===== config.mk =====
export PLATFORM = sky130hd
export DESIGN_NAME = pjw_requester
export DESIGN_NICKNAME = d
export VERILOG_FILES = /design/src/rtl/pjw_pkg.sv /design/src/rtl/pjw_req_fifo.sv /design/src/rtl/pjw_requester.sv
export SDC_FILE = /design/constraint.sdc
export NUM_CORES = 1
export LEC_CHECK = 0
export BUFFER_PORTS_ARGS = -buffer_cell sky130_fd_sc_hd__buf_2
export CAP_MARGIN = 30
export CELL_PAD_IN_SITES_DETAIL_PLACEMENT = 1
export CELL_PAD_IN_SITES_GLOBAL_PLACEMENT = 1
export CORE_MARGIN = 2
export CORE_UTILIZATION = 42
export CTS_CLUSTER_SIZE = 25
export DETAILED_ROUTE_END_ITERATION = 10
export PLACE_DENSITY = 0.73
export SYNTH_ARGS = -nofsm -noshare
export SYNTH_HDL_FRONTEND = slang
export SYNTH_SLANG_ARGS = --single-unit

===== constraint.sdc =====
create_clock -name clk -period 2.5 [get_ports clk]
set_clock_uncertainty 0.1 [all_clocks]
set_input_delay 0 -clock clk [delete_from_list [all_inputs] [get_ports clk]]
set_output_delay 0 -clock clk [all_outputs]
set_load 0.05 [all_outputs]

===== src/rtl/pjw_pkg.sv =====
// Shared types and constants for the PJW hash engine requester.
// Optional expect/match datapath is enabled by defining PJW_REQ_CHECK_EN.
package pjw_pkg;

  localparam int WORD_W             = 32;
  localparam int ENGINE_BUSY_CYCLES = 5;
  localparam int ERR_CNT_W          = 8;

`ifdef PJW_REQ_CHECK_EN
  localparam int FIFO_W = 2 * WORD_W;
`else
  localparam int FIFO_W = WORD_W;
`endif

  typedef enum logic [2:0] {
    IDLE,
    ISSUE,
    WAIT_BUSY,
    WAIT_DONE,
    RESULT
  } pjw_state_e;

  function automatic logic [ERR_CNT_W-1:0] sat_inc(input logic [ERR_CNT_W-1:0] v);
    return (v == '1) ? v : v + 1'b1;
  endfunction

endpackage


===== src/rtl/pjw_req_fifo.sv =====
// Synchronous FIFO with show-ahead read data and extra-MSB wrap-around pointers.
module pjw_req_fifo #(
  parameter int WIDTH = 32,
  parameter int DEPTH = 4
) (
  input  logic             clk,
  input  logic             rst_n,
  input  logic             i_push,
  input  logic [WIDTH-1:0] i_wdata,
  input  logic             i_pop,
  output logic [WIDTH-1:0] o_rdata,
  output logic             o_full,
  output logic             o_empty
);

  localparam int AW = $clog2(DEPTH);

  logic [WIDTH-1:0] r_mem [DEPTH];
  logic [AW:0]      r_wr_ptr;
  logic [AW:0]      r_rd_ptr;
  logic             w_do_push;
  logic             w_do_pop;

  assign o_empty   = (r_wr_ptr == r_rd_ptr);
  assign o_full    = (r_wr_ptr[AW] != r_rd_ptr[AW]) &&
                     (r_wr_ptr[AW-1:0] == r_rd_ptr[AW-1:0]);
  assign w_do_push = i_push && !o_full;
  assign w_do_pop  = i_pop && !o_empty;
  assign o_rdata   = r_mem[r_rd_ptr[AW-1:0]];

  // NOTE: sequential state uses non-blocking (<=) so every flop samples pre-edge values.
  always_ff @(posedge clk or negedge rst_n) begin
    if (!rst_n) begin
      r_wr_ptr <= '0;
      r_rd_ptr <= '0;
    end else begin
      if (w_do_push) r_wr_ptr <= r_wr_ptr + 1'b1;
      if (w_do_pop)  r_rd_ptr <= r_rd_ptr + 1'b1;
    end
  end

  // NOTE: storage is not reset; the pointers alone define which entries are valid.
  always_ff @(posedge clk) begin
    if (w_do_push) r_mem[r_wr_ptr[AW-1:0]] <= i_wdata;
  end

endmodule


===== src/rtl/pjw_requester.sv =====
// Initiator for one PJW hash engine: buffers words, issues jobs, supervises with a timeout.
// Define PJW_REQ_CHECK_EN to carry an expected hash per word and flag out_match.
module pjw_requester
  import pjw_pkg::*;
#(
  parameter int DEPTH   = 4,
  parameter int TIMEOUT = 15
) (
  input  logic                 clk,
  input  logic                 rst_n,
  input  logic                 in_valid,
  output logic                 in_ready,
  input  logic [WORD_W-1:0]    in_data,
`ifdef PJW_REQ_CHECK_EN
  input  logic [WORD_W-1:0]    in_expect,
`endif
  output logic                 pjw_valid,
  output logic [WORD_W-1:0]    pjw_data,
  input  logic                 pjw_ready,
  input  logic [WORD_W-1:0]    pjw_result,
  output logic                 out_valid,
  input  logic                 out_ready,
  output logic [WORD_W-1:0]    out_word,
  output logic [WORD_W-1:0]    out_hash,
`ifdef PJW_REQ_CHECK_EN
  output logic                 out_match,
`endif
  output logic                 err,
  output logic [ERR_CNT_W-1:0] err_cnt
);

  localparam logic [7:0] TIMER_MAX = 8'(TIMEOUT);

  pjw_state_e        r_state;
  pjw_state_e        w_next_state;
  logic [7:0]        r_timer;
  logic [7:0]        w_timer_next;
  logic              w_push;
  logic              w_pop;
  logic              w_capture;
  logic              w_out_clr;
  logic              w_timeout;
  logic              w_full;
  logic              w_empty;
  logic [FIFO_W-1:0] w_fifo_wdata;
  logic [FIFO_W-1:0] w_fifo_rdata;

`ifdef PJW_REQ_CHECK_EN
  logic [WORD_W-1:0] r_expect;
  assign w_fifo_wdata = {in_expect, in_data};
`else
  assign w_fifo_wdata = in_data;
`endif

  assign in_ready  = !w_full;
  assign w_push    = in_valid && in_ready;
  assign pjw_valid = (r_state == ISSUE);
  assign err       = w_timeout;

  pjw_req_fifo #(
    .WIDTH (FIFO_W),
    .DEPTH (DEPTH)
  ) u_fifo (
    .clk     (clk),
    .rst_n   (rst_n),
    .i_push  (w_push),
    .i_wdata (w_fifo_wdata),
    .i_pop   (w_pop),
    .o_rdata (w_fifo_rdata),
    .o_full  (w_full),
    .o_empty (w_empty)
  );

  always_ff @(posedge clk or negedge rst_n) begin
    if (!rst_n) begin
      r_state <= IDLE;
      r_timer <= '0;
    end else begin
      r_state <= w_next_state;
      r_timer <= w_timer_next;
    end
  end

  // NOTE: every output of this block gets a default first, so no path can infer a latch.
  always_comb begin
    w_next_state = r_state;
    w_pop        = 1'b0;
    w_capture    = 1'b0;
    w_out_clr    = 1'b0;
    w_timeout    = 1'b0;
    w_timer_next = '0;
    unique case (r_state)
      IDLE: begin
        // The engine is never reset from here, so wait for it to report idle.
        if (!w_empty && pjw_ready) begin
          w_pop        = 1'b1;
          w_next_state = ISSUE;
        end
      end
      ISSUE: w_next_state = WAIT_BUSY;
      WAIT_BUSY: begin
        if (!pjw_ready) begin
          w_next_state = WAIT_DONE;
        end else if (r_timer == TIMER_MAX) begin
          w_timeout    = 1'b1;
          w_next_state = IDLE;
        end
      end
      WAIT_DONE: begin
        if (pjw_ready) begin
          w_capture    = 1'b1;
          w_next_state = RESULT;
        end else if (r_timer == TIMER_MAX) begin
          w_timeout    = 1'b1;
          w_next_state = IDLE;
        end
      end
      RESULT: begin
        if (out_ready) begin
          w_out_clr = 1'b1;
          if (!w_empty) begin
            w_pop        = 1'b1;
            w_next_state = ISSUE;
          end else begin
            w_next_state = IDLE;
          end
        end
      end
      default: w_next_state = IDLE;
    endcase
    if ((w_next_state == r_state) && ((r_state == WAIT_BUSY) || (r_state == WAIT_DONE)))
      w_timer_next = r_timer + 8'd1;
  end

  always_ff @(posedge clk or negedge rst_n) begin
    if (!rst_n) begin
      pjw_data  <= '0;
      out_valid <= 1'b0;
      out_word  <= '0;
      out_hash  <= '0;
      err_cnt   <= '0;
`ifdef PJW_REQ_CHECK_EN
      r_expect  <= '0;
      out_match <= 1'b0;
`endif
    end else begin
      if (w_pop) begin
        pjw_data <= w_fifo_rdata[WORD_W-1:0];
`ifdef PJW_REQ_CHECK_EN
        r_expect <= w_fifo_rdata[FIFO_W-1:WORD_W];
`endif
      end
      if (w_capture) begin
        out_valid <= 1'b1;
        out_word  <= pjw_data;
        out_hash  <= pjw_result;
`ifdef PJW_REQ_CHECK_EN
        out_match <= (pjw_result == r_expect);
`endif
      end else if (w_out_clr) begin
        out_valid <= 1'b0;
      end
      if (w_timeout) err_cnt <= sat_inc(err_cnt);
    end
  end

endmodule


## Word level (Yosys, flattened, before mapping)

Memory sizes are Yosys's and may differ from the RTL's. A register that Yosys moved wholly into a read port is not among the register bits.
Index checks and enable logic that the tools add are counted.

| word-level totals | value |
|---|---|
| flip-flop bits (word level) | 90 |
| RAM bits | 128 |
| output and inout port bits | 108 |
| logic and storage cells | 61 |
| memories | 1 |

| operators by class | value |
|---|---|
| add/sub/neg operators | 4 |
| equality and inequality tests | 10 |
| muxes and demuxes | 24 |
| bitwise operators | 1 |
| reductions and logical operators | 13 |

Memories:

| memory | depth | width | read ports | clocked after memory_dff | write ports | line | text |
|---|---|---|---|---|---|---|---|
| u_fifo.r_mem | 4 | 32 | 1 | 1 | 1 | pjw_req_fifo.sv:18 | `logic [WIDTH-1:0] r_mem [DEPTH];` |

Operators by type and width:

| cell | number |
|---|---|
| 8-bit by 1-bit adder with 8-bit output (second input constant) | 2 |
| 1-bit two-way mux | 15 |
| 3-bit two-way mux | 5 |
| 3-bit one-hot mux with 5 select lines | 1 |
| 8-bit by 4-bit == test with 1-bit output (second input constant) | 1 |
| 8-bit == test (second input constant) | 1 |
| 8-bit two-way mux | 1 |
| 3-bit by 1-bit adder with 3-bit output (second input constant) | 2 |
| 3-bit by 2-bit == test with 1-bit output (second input constant) | 2 |
| 3-bit == test | 2 |
| 1-bit logical AND | 6 |
| 1-bit one-hot mux with 2 select lines | 2 |
| 3-bit by 1-bit == test with 1-bit output (second input constant) | 1 |
| 3-bit == test (second input constant) | 1 |
| 1-bit zero test | 3 |
| 3-bit zero test | 1 |
| 2-bit == test | 1 |
| 2-bit AND reduction | 1 |
| 2-bit nonzero test | 1 |
| 1-bit logical OR | 1 |
| 1-bit inequality test | 1 |
| 1-bit inverter | 1 |

## Longest topological paths before layout

| logic depth | value |
|---|---|
| depth in word-level cells | 8 |
| depth in mapped cells | 6 |
| depth with buffers taken out | 5 |

## By module

From an unflattened synthesis, not the netlist that was laid out.

| unflattened totals | value |
|---|---|
| cell total of the unflattened synthesis | 522 |
| area, all modules | 9719.3 µm² |

Modules (own cells, without submodules):

| module | times used | cells each | area an instance (µm²) | sequential area each (µm²) |
|---|---|---|---|---|
| pjw_req_fifo | 1 | 219 | 5138.7 | 3993.8 |
| pjw_requester | 1 | 303 | 4580.6 | 2902.8 |

## Worst setup path after synthesis

OpenSTA, ideal clock, no wires.

| timing path | value |
|---|---|
| kind | reg-to-reg |
| start | register u_fifo.r_rd_ptr[0] |
| end | memory u_fifo.r_mem[3][0] (enable) |
| arrival | 2.108 ns |
| data required time | 2.006 ns |
| setup slack | -0.102 ns |
| cell stages (with the launch flop) | 6 |
| path buffers | 2 |
| clock period less this slack | 2.602 ns |
| cell sequence | dfrtp_1 > buf_2 > xor2_1 > or3_1 > buf_2 > and3_1 |

| between the ends | value |
|---|---|
| word-level cells in the longest chain between the ends | 7 |

Ends and longest elaborated chain:

| item | line | text |
|---|---|---|
| start, declared | pjw_req_fifo.sv:20 | `logic [AW:0] r_rd_ptr;` |
| start signal, assigned | pjw_req_fifo.sv:38 | `if (w_do_pop) r_rd_ptr <= r_rd_ptr + 1'b1;` |
| 2-bit == test (*) | pjw_req_fifo.sv:26 | `(r_wr_ptr[AW-1:0] == r_rd_ptr[AW-1:0]);` |
| 1-bit logical AND (*) | pjw_req_fifo.sv:25 | `assign o_full = (r_wr_ptr[AW] != r_rd_ptr[AW]) &&` |
| 1-bit zero test (*) | pjw_requester.sv:55 | `assign in_ready = !w_full;` |
| named net in_ready | pjw_requester.sv:12 | `output logic in_ready,` |
| 1-bit logical AND | pjw_requester.sv:56 | `assign w_push = in_valid && in_ready;` |
| 1-bit logical AND (*) | pjw_req_fifo.sv:27 | `assign w_do_push = i_push && !o_full;` |
| 1-bit two-way mux (*) | pjw_req_fifo.sv:44 | `if (w_do_push) r_mem[r_wr_ptr[AW-1:0]] <= i_wdata;` |
| 1-bit two-way mux (implied by the code) (*) | pjw_req_fifo.sv:44 |  |
| end, declared | pjw_req_fifo.sv:18 |  |

Mark *: on every way through the listed nets, which the timed path passes. The rest lies on a longest branch.

## Worst setup path in the final report

| timing path | value |
|---|---|
| start | register u_fifo.r_wr_ptr[1] |
| end | memory u_fifo.r_mem[3][29] (enable) |

| between the ends | value |
|---|---|
| word-level cells in the longest chain between the ends | 7 |

Ends and longest elaborated chain:

| item | line | text |
|---|---|---|
| start, declared | pjw_req_fifo.sv:19 | `logic [AW:0] r_wr_ptr;` |
| start signal, assigned | pjw_req_fifo.sv:37 | `if (w_do_push) r_wr_ptr <= r_wr_ptr + 1'b1;` |
| 2-bit == test | pjw_req_fifo.sv:26 |  |
| 1-bit logical AND | pjw_req_fifo.sv:25 |  |
| 1-bit zero test | pjw_req_fifo.sv:27, pjw_requester.sv:55 |  |
| 1-bit logical AND | pjw_requester.sv:56 |  |
| 1-bit logical AND | pjw_req_fifo.sv:27 |  |
| 1-bit two-way mux | pjw_req_fifo.sv:44 |  |
| 1-bit two-way mux (implied by the code) | pjw_req_fifo.sv:44 |  |

Several ways; a longest one is shown, not always the timed one.

==> flow_metrics.py <==
metrics = {
    "status": {
        "result_of_the_run": "finished, violations left",
        "violations": "negative hold slack",
    },
    "synth": {
        "async_reset_ff_frac": 0.488,
        "postSynthAreaPerCell_um2": 19.2,
        "mappedNetlistNets": 572,
        "count_of_flip_flops_with_a_built_in_enable_after_synthesis": 128,
        "post_synth_num_cell_types": 33,
        "synthCells": 496,
        "post-synth-top-count-cell": "sky130_fd_sc_hd__edfxtp_1",
        "synth_sequential_area_ratio": 0.724,
        "synth_warnings": 0,
        "synth.cells.most_frequent": "sky130_fd_sc_hd__edfxtp_1 (128), sky130_fd_sc_hd__dfrtp_1 (122), sky130_fd_sc_hd__mux2_2 (91)",
        "netlist.area_leader.share": 0.404,
        "synthTopCellsByArea": "sky130_fd_sc_hd__edfxtp_1 (40%), sky130_fd_sc_hd__dfrtp_1 (32%), sky130_fd_sc_hd__mux2_2 (11%)",
        "number_of_synthesized_register_bits": 250,
        "yosysTopAreaCell": "sky130_fd_sc_hd__edfxtp_1",
        "dominantRegCellSynth": "sky130_fd_sc_hd__edfxtp_1",
        "synthesis.area_mm2": 0.00952,
    },
    "pwr": {
        "netsw_mw": 7.06,
        "swShare": 0.402,
        "clkPwrFrac": 0.227,
        "vdd_ir_drop_max_v": 0.000922,
        "p_seq_frac": 0.370,
        "power_per_cell_area_mw_per_mm2": 1420,
        "lkg_pwr_nw": 5.12,
        "internal-power_mw": 10.5,
        "relative_contribution_of_combinational_cells_to_total_power": 0.404,
    },
    "final_layout": {
        "final_net_count": 831,
        "layout.core_utilization": 0.549,
        "insertedDiodeCount": 0,
        "area_growth_pct": 29.4,
        "drive_gt1_frac": 0.466,
    },
    "sta": {
        "grt_setup_unrepaired": "false",
        "relSlewSlack": 0.379,
        "holdWs_ps": -16.5,
        "clock.fmax_mhz": 435,
        "drv_slew": 0,
        "setup-tns-final_ps": 0,
        "final-hold-violation-count": 6,
        "timing_worst_slew_pin_value_ps": 932,
        "finalCritPeriodShare": 0.920,
        "fin_crit_ps": 2300,
        "setup-violations-final": 0,
    },
    "cts": {
        "clock_insertion_delay_worst_skew_ps": 520,
        "tritoncts.num_buffers": 26,
        "cts_tree": "built",
        "postCtsSetupBuffers": 0,
        "cts.path.max_buffers": 3,
        "clk_root_buffer_cell": "sky130_fd_sc_hd__clkbuf_16",
        "htree_levels": 1,
        "clkTransAtPathRegs_ps": 60,
        "cts.sinks": 250,
    },
    "critical_path": {
        "worstRegToRegCells": 3,
        "timing.critical_path.arrival_ps": 2340,
        "setup.worst_path.class": "flip-flop to flip-flop",
        "rrSetupSlack_ps": 200,
        "worstSetupEndpointType": "flip-flop",
        "required_ps": 2540,
        "crit-reg2reg-launch": "u_fifo.r_wr_ptr[1]",
        "worstSetupStartpointType": "flip-flop",
        "cp_max_fo": 33,
        "worst_r2r_endpoint": "u_fifo.r_mem[3][29]",
    },
    "route": {
        "drc": 0,
        "routed-wl-met2_um": 11000,
        "antenna_violating_nets_post_route": 0,
        "detailedRoute.firstPassIterationCount": 6,
        "first_iter_violations": 261,
        "totalWireLength_um": 20700,
        "met3RoutedLength_um": 1030,
        "routed-via-count": 5394,
        "detail_route.wirelength.met1_um": 8340,
        "route.detailed.vias_per_inst": 5.09,
        "routed_wire_length_per_instance_um": 19.6,
        "topRoutingLayerUsed": "met4",
    },
    "job": {
        "maxCapViolCount": 0,
    },
    "place": {
        "dpl.hpwl_um": 12700,
        "total_of_buffers_placed_on_input_and_output_ports": 176,
        "place_congestion": 0.726,
    },
    "die": {
        "floorplan.die.width_um": 155,
        "design.core.area_mm2": 0.0224,
        "fp.dieH_um": 155,
        "placement_rows": 55,
        "floorplan.initialDensity": 0.425,
        "die_area_mm2": 0.0239,
        "top_level_ports": 177,
    },
    "grt": {
        "pin_count_of_the_biggest_net_entering_global_routing": 74,
        "grt_antenna_before_repair": 0,
        "grt_pass1_vias": 6118,
        "grt_first_pass_wirelength_um": 33600,
        "grt.overflow.total": 0,
        "gr-usage-all-layers": 0.178,
    },
    "worst_hold_path": {
        "hold_path_class": "primary input to asynchronous set/reset pin",
    },
}
registers in the layout (all words and copies together) (netlist names):
signal / count
err_cnt: 8
out_hash: 32
out_valid: 1
out_word: 32
pjw_data: 32
r_state: 3
r_timer: 8
u_fifo.r_mem: 128
u_fifo.r_rd_ptr: 3
u_fifo.r_wr_ptr: 3
cell families (layout without fill, tap and decap cells):
logic type / after synthesis / after routing / share of synthesized area
AOI/OAI and AO/OA: 6 / 6 / 0.00644
xor gates and xnor gates: 21 / 21 / 0.0193
adders and majority gates: 7 / 7 / 0.00920
buffers and inverters: 28 / 307 / 0.0154
DFF: 250 / 250 / 0.724
muxes: 132 / 132 / 0.194
and+or+nand+nor: 52 / 52 / 0.0317
worst max-delay path by stage:
stage	slack [ps]	cells past startpoint	startpoint	to
floorplan	240	5	u_fifo.r_rd_ptr[0]	u_fifo.r_mem[3][0]
global placement	250	3	u_fifo.r_wr_ptr[1]	u_fifo.r_mem[3][17]
detailed placement	210	3	u_fifo.r_wr_ptr[1]	u_fifo.r_mem[3][18]
CTS	180	3	u_fifo.r_wr_ptr[1]	u_fifo.r_mem[3][15]
global route	90	3	u_fifo.r_wr_ptr[1]	u_fifo.r_mem[3][28]
finish	200	3	u_fifo.r_wr_ptr[1]	u_fifo.r_mem[3][29]
cell type report:
cell class,count,area [µm²]
Tap cell,285,357
Clock inverter,16,183
Multi-Input combinational cell,218,2490
Timing Repair Buffer,252,1650
Fill cell,2098,10100
Sequential cell,250,6900
Clock buffer,32,714
Inverter,7,26.3
power by group through the flow:
stage          clock network [mW]  logic, mW  registers [mW]
2_1_floorplan                   0       2.59            9.18
3_3_place_gp                    0       6.91            6.44
3_5_place_dp                    0       7.07            6.56
4_1_cts                      4.07       7.19            6.50
5_1_grt                      4.25       7.48            6.67
6_report                     3.98       7.09            6.50
layout by cell type, fill, tap and decap left out, drive strengths merged, types with 6 or more instances in the layout:
cell,Yosys,final
dfrtp,122,122
mux2,100,100
nor2,15,15
and3,9,9
dlygate4sd3,0,68
ha,7,7
clkinv,0,11
nand3,6,6
mux4,32,32
clkbuf,4,32
buf,17,184
xor2,14,14
xnor2,7,7
nand2,8,8
edfxtp,128,128
inv,7,7
critical path, cell delays in order, from the launching register on:
cell                      delay, ps
sky130_fd_sc_hd__dfrtp_1        440
sky130_fd_sc_hd__xor2_1         290
sky130_fd_sc_hd__or3_1          240
sky130_fd_sc_hd__and3_2         840
metrics by stage:
step	cell area, µm²	power [mW]	std cells	hold slack (ps)	worst slack [ps]
2_1_floorplan	9530	11.8	496	-396	242
3_3_place_gp	10700	13.4	944	-28.3	246
3_5_place_dp	10700	13.6	944	0.908	205
4_1_cts	12300	17.8	1060	13.8	184
5_1_grt	12300	18.4	1060	48.8	86.9
6_report	12300	17.6	1060	-16.5	200
per-layer routing:
layer  GRT usage  vias up
met1       0.220     2827
met5           0        -
met2       0.324      148
met4      0.0459        0
met3      0.0314       25
li1            -     2394
what timing repair did:
action | 4_1_cts | 5_1_grt
endpoints found under the hold margin | 294 | 0
hold buffers | 68 | 0
resized for setup | 0 | 0
No activity file was read; power rests on OpenSTA's default activity.
